--- config.mk ---
export PLATFORM = sky130hd
export DESIGN_NAME = xbar_initiator
export DESIGN_NICKNAME = d
export VERILOG_FILES = /design/src/rtl/xbar_initiator_pkg.sv /design/src/rtl/xbar_initiator_addr_decode.sv /design/src/rtl/xbar_initiator.sv
export SDC_FILE = /design/constraint.sdc
export NUM_CORES = 1
export LEC_CHECK = 0
export CAP_MARGIN = 5
export CORE_MARGIN = 2
export CORE_UTILIZATION = 45
export CTS_CLUSTER_DIAMETER = 30
export DETAILED_ROUTE_END_ITERATION = 16
export GPL_ROUTABILITY_DRIVEN = 0
export HOLD_SLACK_MARGIN = 0.12
export PLACE_DENSITY_LB_ADDON = 0.12
export SETUP_SLACK_MARGIN = 0.2
export SYNTH_ARGS = -nofsm -noshare
export SYNTH_HDL_FRONTEND = slang
export SYNTH_SLANG_ARGS = --single-unit
--- constraint.sdc ---
create_clock -name clock -period 5.4 [get_ports clock]
set_input_delay 1.08 -clock clock [delete_from_list [all_inputs] [get_ports clock]]
set_output_delay 1.08 -clock clock [all_outputs]
set_load 0.02 [all_outputs]
--- src/rtl/xbar_initiator_pkg.sv ---
// Shared crossbar definitions: slave select codes, CLINT window and initiator FSM states.
package ysyx_22050499_xbar_pkg;

  localparam logic [3:0] SEL_NONE  = 4'b0000;
  localparam logic [3:0] SEL_CLINT = 4'b0001;
  localparam logic [3:0] SEL_SRAM  = 4'b0010;
  localparam logic [3:0] SEL_UART  = 4'b0100;

  localparam logic [31:0] CLINT_BASE = 32'h0200_0000;
  localparam logic [31:0] CLINT_SIZE = 32'h0001_0000;

  typedef enum logic [2:0] {
    IDLE    = 3'd0,
    RD_ADDR = 3'd1,
    RD_DATA = 3'd2,
    WR      = 3'd3,
    RESP    = 3'd4
  } state_t;

endpackage

--- src/rtl/xbar_initiator_addr_decode.sv ---
// Combinational address decoder: maps a byte address onto the one-hot slave select.
module xbar_addr_decode #(
  parameter logic [31:0] BASE = ysyx_22050499_xbar_pkg::CLINT_BASE,
  parameter logic [31:0] SIZE = ysyx_22050499_xbar_pkg::CLINT_SIZE
) (
  input  logic [31:0] addr,
  output logic [3:0]  sel,
  output logic        hit
);
  import ysyx_22050499_xbar_pkg::*;

  logic [31:0] offset;

  // Unsigned offset compare: addresses below BASE wrap to large values and miss.
  assign offset = addr - BASE;
  assign hit    = (offset < SIZE);
  assign sel    = hit ? SEL_CLINT : SEL_NONE;

endmodule

--- src/rtl/xbar_initiator.sv ---
// Crossbar initiator: takes one CPU request at a time, drives the slave mux and returns one response.
module xbar_initiator #(
  parameter logic [31:0] CLINT_BASE = ysyx_22050499_xbar_pkg::CLINT_BASE,
  parameter logic [31:0] CLINT_SIZE = ysyx_22050499_xbar_pkg::CLINT_SIZE,
  parameter int          TIMEOUT    = 255,
  parameter int          TO_W       = 8
) (
  input  logic        clock,
  input  logic        reset,
  input  logic        req_valid,
  output logic        req_ready,
  input  logic        req_we,
  input  logic [31:0] req_addr,
  input  logic [31:0] req_wdata,
  input  logic [3:0]  req_wstrb,
  output logic        rsp_valid,
  input  logic        rsp_ready,
  output logic [31:0] rsp_rdata,
  output logic        rsp_err,
  output logic [3:0]  xbar_decode,
  output logic [31:0] raddr,
  output logic        ren,
  output logic [31:0] waddr,
  output logic [31:0] wdata,
  output logic [3:0]  wstrb,
  output logic        wen,
  input  logic        slave_arready,
  input  logic        slave_rvalid,
  input  logic [31:0] slave_rdata,
  input  logic        slave_awready,
  input  logic        slave_wready
);
  import ysyx_22050499_xbar_pkg::*;

  state_t            state, state_n;
  logic [TO_W-1:0]   cnt, cnt_n;
  logic              aw_done, aw_n, w_done, w_n;
  logic              req_ready_n, rsp_valid_n, rsp_err_n, ren_n, wen_n;
  logic [31:0]       rsp_rdata_n, raddr_n, waddr_n, wdata_n;
  logic [3:0]        xbar_decode_n, wstrb_n;
  logic [3:0]        dec_sel;
  logic              dec_hit;
  logic              timed_out;
  logic              enter_resp, resp_err;
  logic [31:0]       resp_data;

  xbar_addr_decode #(
    .BASE (CLINT_BASE),
    .SIZE (CLINT_SIZE)
  ) u_decode (
    .addr (req_addr),
    .sel  (dec_sel),
    .hit  (dec_hit)
  );

  assign timed_out = (cnt == TO_W'(TIMEOUT - 1));

  // Every output is registered; this block computes their next values alongside the state.
  always_comb begin
    state_n       = state;
    cnt_n         = '0;
    aw_n          = aw_done;
    w_n           = w_done;
    req_ready_n   = req_ready;
    rsp_valid_n   = rsp_valid;
    rsp_err_n     = rsp_err;
    rsp_rdata_n   = rsp_rdata;
    xbar_decode_n = xbar_decode;
    raddr_n       = raddr;
    ren_n         = ren;
    waddr_n       = waddr;
    wdata_n       = wdata;
    wstrb_n       = wstrb;
    wen_n         = wen;
    enter_resp    = 1'b0;
    resp_err      = 1'b0;
    resp_data     = '0;

    case (state)
      IDLE: begin
        aw_n = 1'b0;
        w_n  = 1'b0;
        if (req_valid) begin
          req_ready_n = 1'b0;
          if (!dec_hit) begin
            enter_resp = 1'b1;
            resp_err   = 1'b1;
          end else if (req_we) begin
            state_n       = WR;
            xbar_decode_n = dec_sel;
            wen_n         = 1'b1;
            waddr_n       = req_addr;
            wdata_n       = req_wdata;
            wstrb_n       = req_wstrb;
          end else begin
            state_n       = RD_ADDR;
            xbar_decode_n = dec_sel;
            ren_n         = 1'b1;
            raddr_n       = req_addr;
          end
        end
      end
      RD_ADDR: begin
        cnt_n = cnt + 1'b1;
        if (slave_arready && slave_rvalid) begin
          enter_resp = 1'b1;
          resp_data  = slave_rdata;
        end else if (slave_arready) begin
          state_n = RD_DATA;
          ren_n   = 1'b0;
          cnt_n   = '0;
        end else if (timed_out) begin
          enter_resp = 1'b1;
          resp_err   = 1'b1;
        end
      end
      RD_DATA: begin
        cnt_n = cnt + 1'b1;
        if (slave_rvalid) begin
          enter_resp = 1'b1;
          resp_data  = slave_rdata;
        end else if (timed_out) begin
          enter_resp = 1'b1;
          resp_err   = 1'b1;
        end
      end
      WR: begin
        cnt_n = cnt + 1'b1;
        aw_n  = aw_done | slave_awready;
        w_n   = w_done | slave_wready;
        if (aw_n && w_n) begin
          enter_resp = 1'b1;
        end else if (timed_out) begin
          enter_resp = 1'b1;
          resp_err   = 1'b1;
        end
      end
      RESP: begin
        if (rsp_ready) begin
          state_n     = IDLE;
          rsp_valid_n = 1'b0;
          rsp_err_n   = 1'b0;
          rsp_rdata_n = '0;
          req_ready_n = 1'b1;
        end
      end
      default: state_n = IDLE;
    endcase

    // Entering RESP always withdraws all slave traffic before the response is shown.
    if (enter_resp) begin
      state_n       = RESP;
      cnt_n         = '0;
      aw_n          = 1'b0;
      w_n           = 1'b0;
      rsp_valid_n   = 1'b1;
      rsp_err_n     = resp_err;
      rsp_rdata_n   = resp_err ? 32'h0 : resp_data;
      xbar_decode_n = SEL_NONE;
      ren_n         = 1'b0;
      wen_n         = 1'b0;
      raddr_n       = '0;
      waddr_n       = '0;
      wdata_n       = '0;
      wstrb_n       = '0;
    end
  end

  always_ff @(posedge clock) begin
    if (!reset) begin
      state       <= IDLE;
      cnt         <= '0;
      aw_done     <= 1'b0;
      w_done      <= 1'b0;
      req_ready   <= 1'b1;
      rsp_valid   <= 1'b0;
      rsp_err     <= 1'b0;
      rsp_rdata   <= '0;
      xbar_decode <= SEL_NONE;
      raddr       <= '0;
      ren         <= 1'b0;
      waddr       <= '0;
      wdata       <= '0;
      wstrb       <= '0;
      wen         <= 1'b0;
    end else begin
      state       <= state_n;
      cnt         <= cnt_n;
      aw_done     <= aw_n;
      w_done      <= w_n;
      req_ready   <= req_ready_n;
      rsp_valid   <= rsp_valid_n;
      rsp_err     <= rsp_err_n;
      rsp_rdata   <= rsp_rdata_n;
      xbar_decode <= xbar_decode_n;
      raddr       <= raddr_n;
      ren         <= ren_n;
      waddr       <= waddr_n;
      wdata       <= wdata_n;
      wstrb       <= wstrb_n;
      wen         <= wen_n;
    end
  end

endmodule
==> reports/results.tsv <==
stage	metric	value	unit
power	ir_drop	0.200	mV
grt	met1_usage	0.309	
floorplan	die_w	115	um
setup_path	path_class	input port to flip-flop	
grt	antenna_found_initial	0	
power	leakagePower	0.00300	uW
routing	post-route-drc-count	0	
synthesis	synth-edff-count	0	
power	pwr_density_cell	283	mW/mm^2
floorplan	pin_count	250	
finish	layout_commonest_cell	clkdlybuf4s50_1	
finish	fin_util	0.716	
floorplan	coreArea	0.0121	sq mm
sta	fin_skew	0.00626	ns
setup_path	critPathLaunchType	input port	
sta	hold_viol_final	0	
clocking	path_clk_slew	0.05	ns
job	maxCapViolations	0	
setup_path	worst_ep_required_time	5.70	ns
routing	vias	5418	
grt	grt.busiest_layer	met2	
finish	syn2layout_area_growth	55.1	%
placement	port_buffers	246	
grt	use_met3	0.0659	
routing	drtIter0Drc	522	
finish	diodes	0	
synthesis	netlist_instances	599	
setup_path	cp.arrival	4.26	ns
synthesis	synth-async-reset-ratio	0	
synthesis	synth_top_cell_area_share	0.543	
routing	vias_per_cell	5.47	
placement	pre_cts_slack	1.11	ns
floorplan	fp.dieH	115	um
min_path	min_path_type	flip-flop to flip-flop	
synthesis	synthTopCellsByArea	dfxtp_1 54%, a21oi_1 7.6%, o21ai_0 7.0%	
sta	setup_viol	0	
routing	drtPass1Iterations	5	
clocking	cts_setup_buffers	0	
synthesis	yosys_warnings	0	
setup_path	cp_max_fo	77	
clocking	clockBufferDepth	2	
synthesis	mappedNetlistArea	0.00557	sq mm
synthesis	ys_seq_area_frac	0.543	
sta	maxSlewViolCount	0	
sta	period_needed	3.96	ns
grt	grt_max_degree	78	
clocking	cts_tree	built	
grt	grt_pass1_vias	5246	
sta	relSlewSlack	0.159	
floorplan	num_rows	40	
clocking	cts_buffers	17	
floorplan	initial_core_util	0.462	
clocking	clk_latency	0.41	ns
grt	grt_usage	0.254	
clocking	htreeDepth	4	
floorplan	dieArea	0.0133	sq mm
sta	fmax	0.252	GHz
routing	wl_per_cell	17.3	um
sta	timing.final.ws_setup	1.44	ns
synthesis	yosys.cell_types.count	45	
sta	fin_setup_tns	0	ns
synthesis	synth_largest_area_cell	dfxtp_1	
finish	final_cell_area	0.00864	sq mm
placement	post_dp_cell_area	0.00806	sq mm
clocking	cts-resized-gates	0	
placement	hpwl	11500	um
synthesis	ys.flop_type	dfxtp_1	
finish	drive_gt1_frac	0.0522	
sta	timing.final.crit_share	0.734	
clocking	root_buffer	clkbuf_16	
grt	grt_pass1_wl	26500	um
clocking	ctsHoldBuffers	0	
sta	worst_pin_slew	1.23	ns
sta	rsz0062_at_grt	no	
setup_path	cp-end-kind	flip-flop	
outcome	status	completed	
finish	layout_common_cells	246 x clkdlybuf4s50_1, 151 x dfxtp_1, 85 x a21oi_1	
clocking	clkSinkCount	151	
routing	wirelength	17100	um
synthesis	synth.avg_cell_area	9.30	sq um
synthesis	ys_seq_elements	151	
grt	grt.overflow.total	0	
grt	use_met2	0.434	
routing	antenna_left	0	
finish	fin_nets	925	
[metal layers]
| layer | vias up | part of all wire |
|---|---|---|
| met5 | - | 0 |
| met4 | 0 | 0.018 |
| met3 | 23 | 0.072 |
| met2 | 227 | 0.49 |
| met1 | 2574 | 0.42 |
| li1 | 2594 | - |
[through the flow]
stage                     instances  total power [uW]  hold slack (ns)
after detailed placement        962              1310            0.455
after global placement          962              1310            0.439
final                           991              2440            0.466
after CTS                       991              2450            0.473
after floorplan                 601              1210            0.464
after global routing            991              2520            0.494
[state kept, by name, indices dropped and copies added, names as in the netlist]
name and cells:
waddr 32, state 3, raddr 32, wdata 32, w_done 1, wstrb 4
cnt 8, xbar_decode 1, aw_done 1, rsp_rdata 32, rsp_valid 1, rsp_err 1
ren 1, wen 1, req_ready 1
[cell families (layout without fill, tap and decap cells)]
| kind of cell | Yosys count | in the layout | share of synthesized area |
|---|---|---|---|
| fa+ha+maj | 3 | 3 | 0.00674 |
| buf+inv | 67 | 289 | 0.0539 |
| simple gates | 161 | 161 | 0.164 |
| xor+xnor | 6 | 6 | 0.00944 |
| flops | 151 | 151 | 0.543 |
| other cells | 1 | 3 | 0.000674 |
| compound gates | 210 | 210 | 0.222 |
[critical path, cell delays in order]
cell and delay, ns:
clkdlybuf4s50_1 0.54, inv_1 0.06, ha_1 0.26, nor4bb_1 0.29
nand2_1 0.17, nor4_4 0.25, buf_4 0.68, nand3_1 0.50
and3_1 0.37
[cells in the mapped netlist (7+ instances only)]
master	instances
clkbuf_1	42
nor2_1	9
inv_1	7
and3_1	27
nand4_1	20
dfxtp_1	151
nand3_1	61
nor3_1	9
a22o_1	32
nand2_1	12
a21oi_1	85
o21ai_0	78
[final cells by class]
cell class	instances	area, sq um
well taps	168	210
clock inverters	3	65.1
multi-input cells	383	2290
repair buffers	253	2510
inverters	7	26.3
clock buffers	26	509
flip-flops and latches	151	3020
fillers	936	3420
[path summary, 6_finish.rpt]
kind | start | end | slack, ns | cells after the start
setup / recovery | req_addr[26] | raddr[24]$_SDFFE_PP0P_ | 1.44 | 9
hold / removal | raddr[25]$_SDFFE_PP0P_ | raddr[25]$_SDFFE_PP0P_ | 0.47 | 2
setup reg to reg | cnt[0]$_SDFF_PP0_ | cnt[5]$_SDFF_PP0_ | 2.01 | 8
hold reg to reg | raddr[25]$_SDFFE_PP0P_ | raddr[25]$_SDFFE_PP0P_ | 0.47 | 2
[where the power goes]
group / internal, uW / total (uW) / switching [uW]
Sequential: 1120 / 1120 / 3.33
Combinational: 86.9 / 166 / 78.7
Clock: 734 / 1160 / 421
Total: 1940 / 2440 / 503
(Power assumes the default switching activity.)
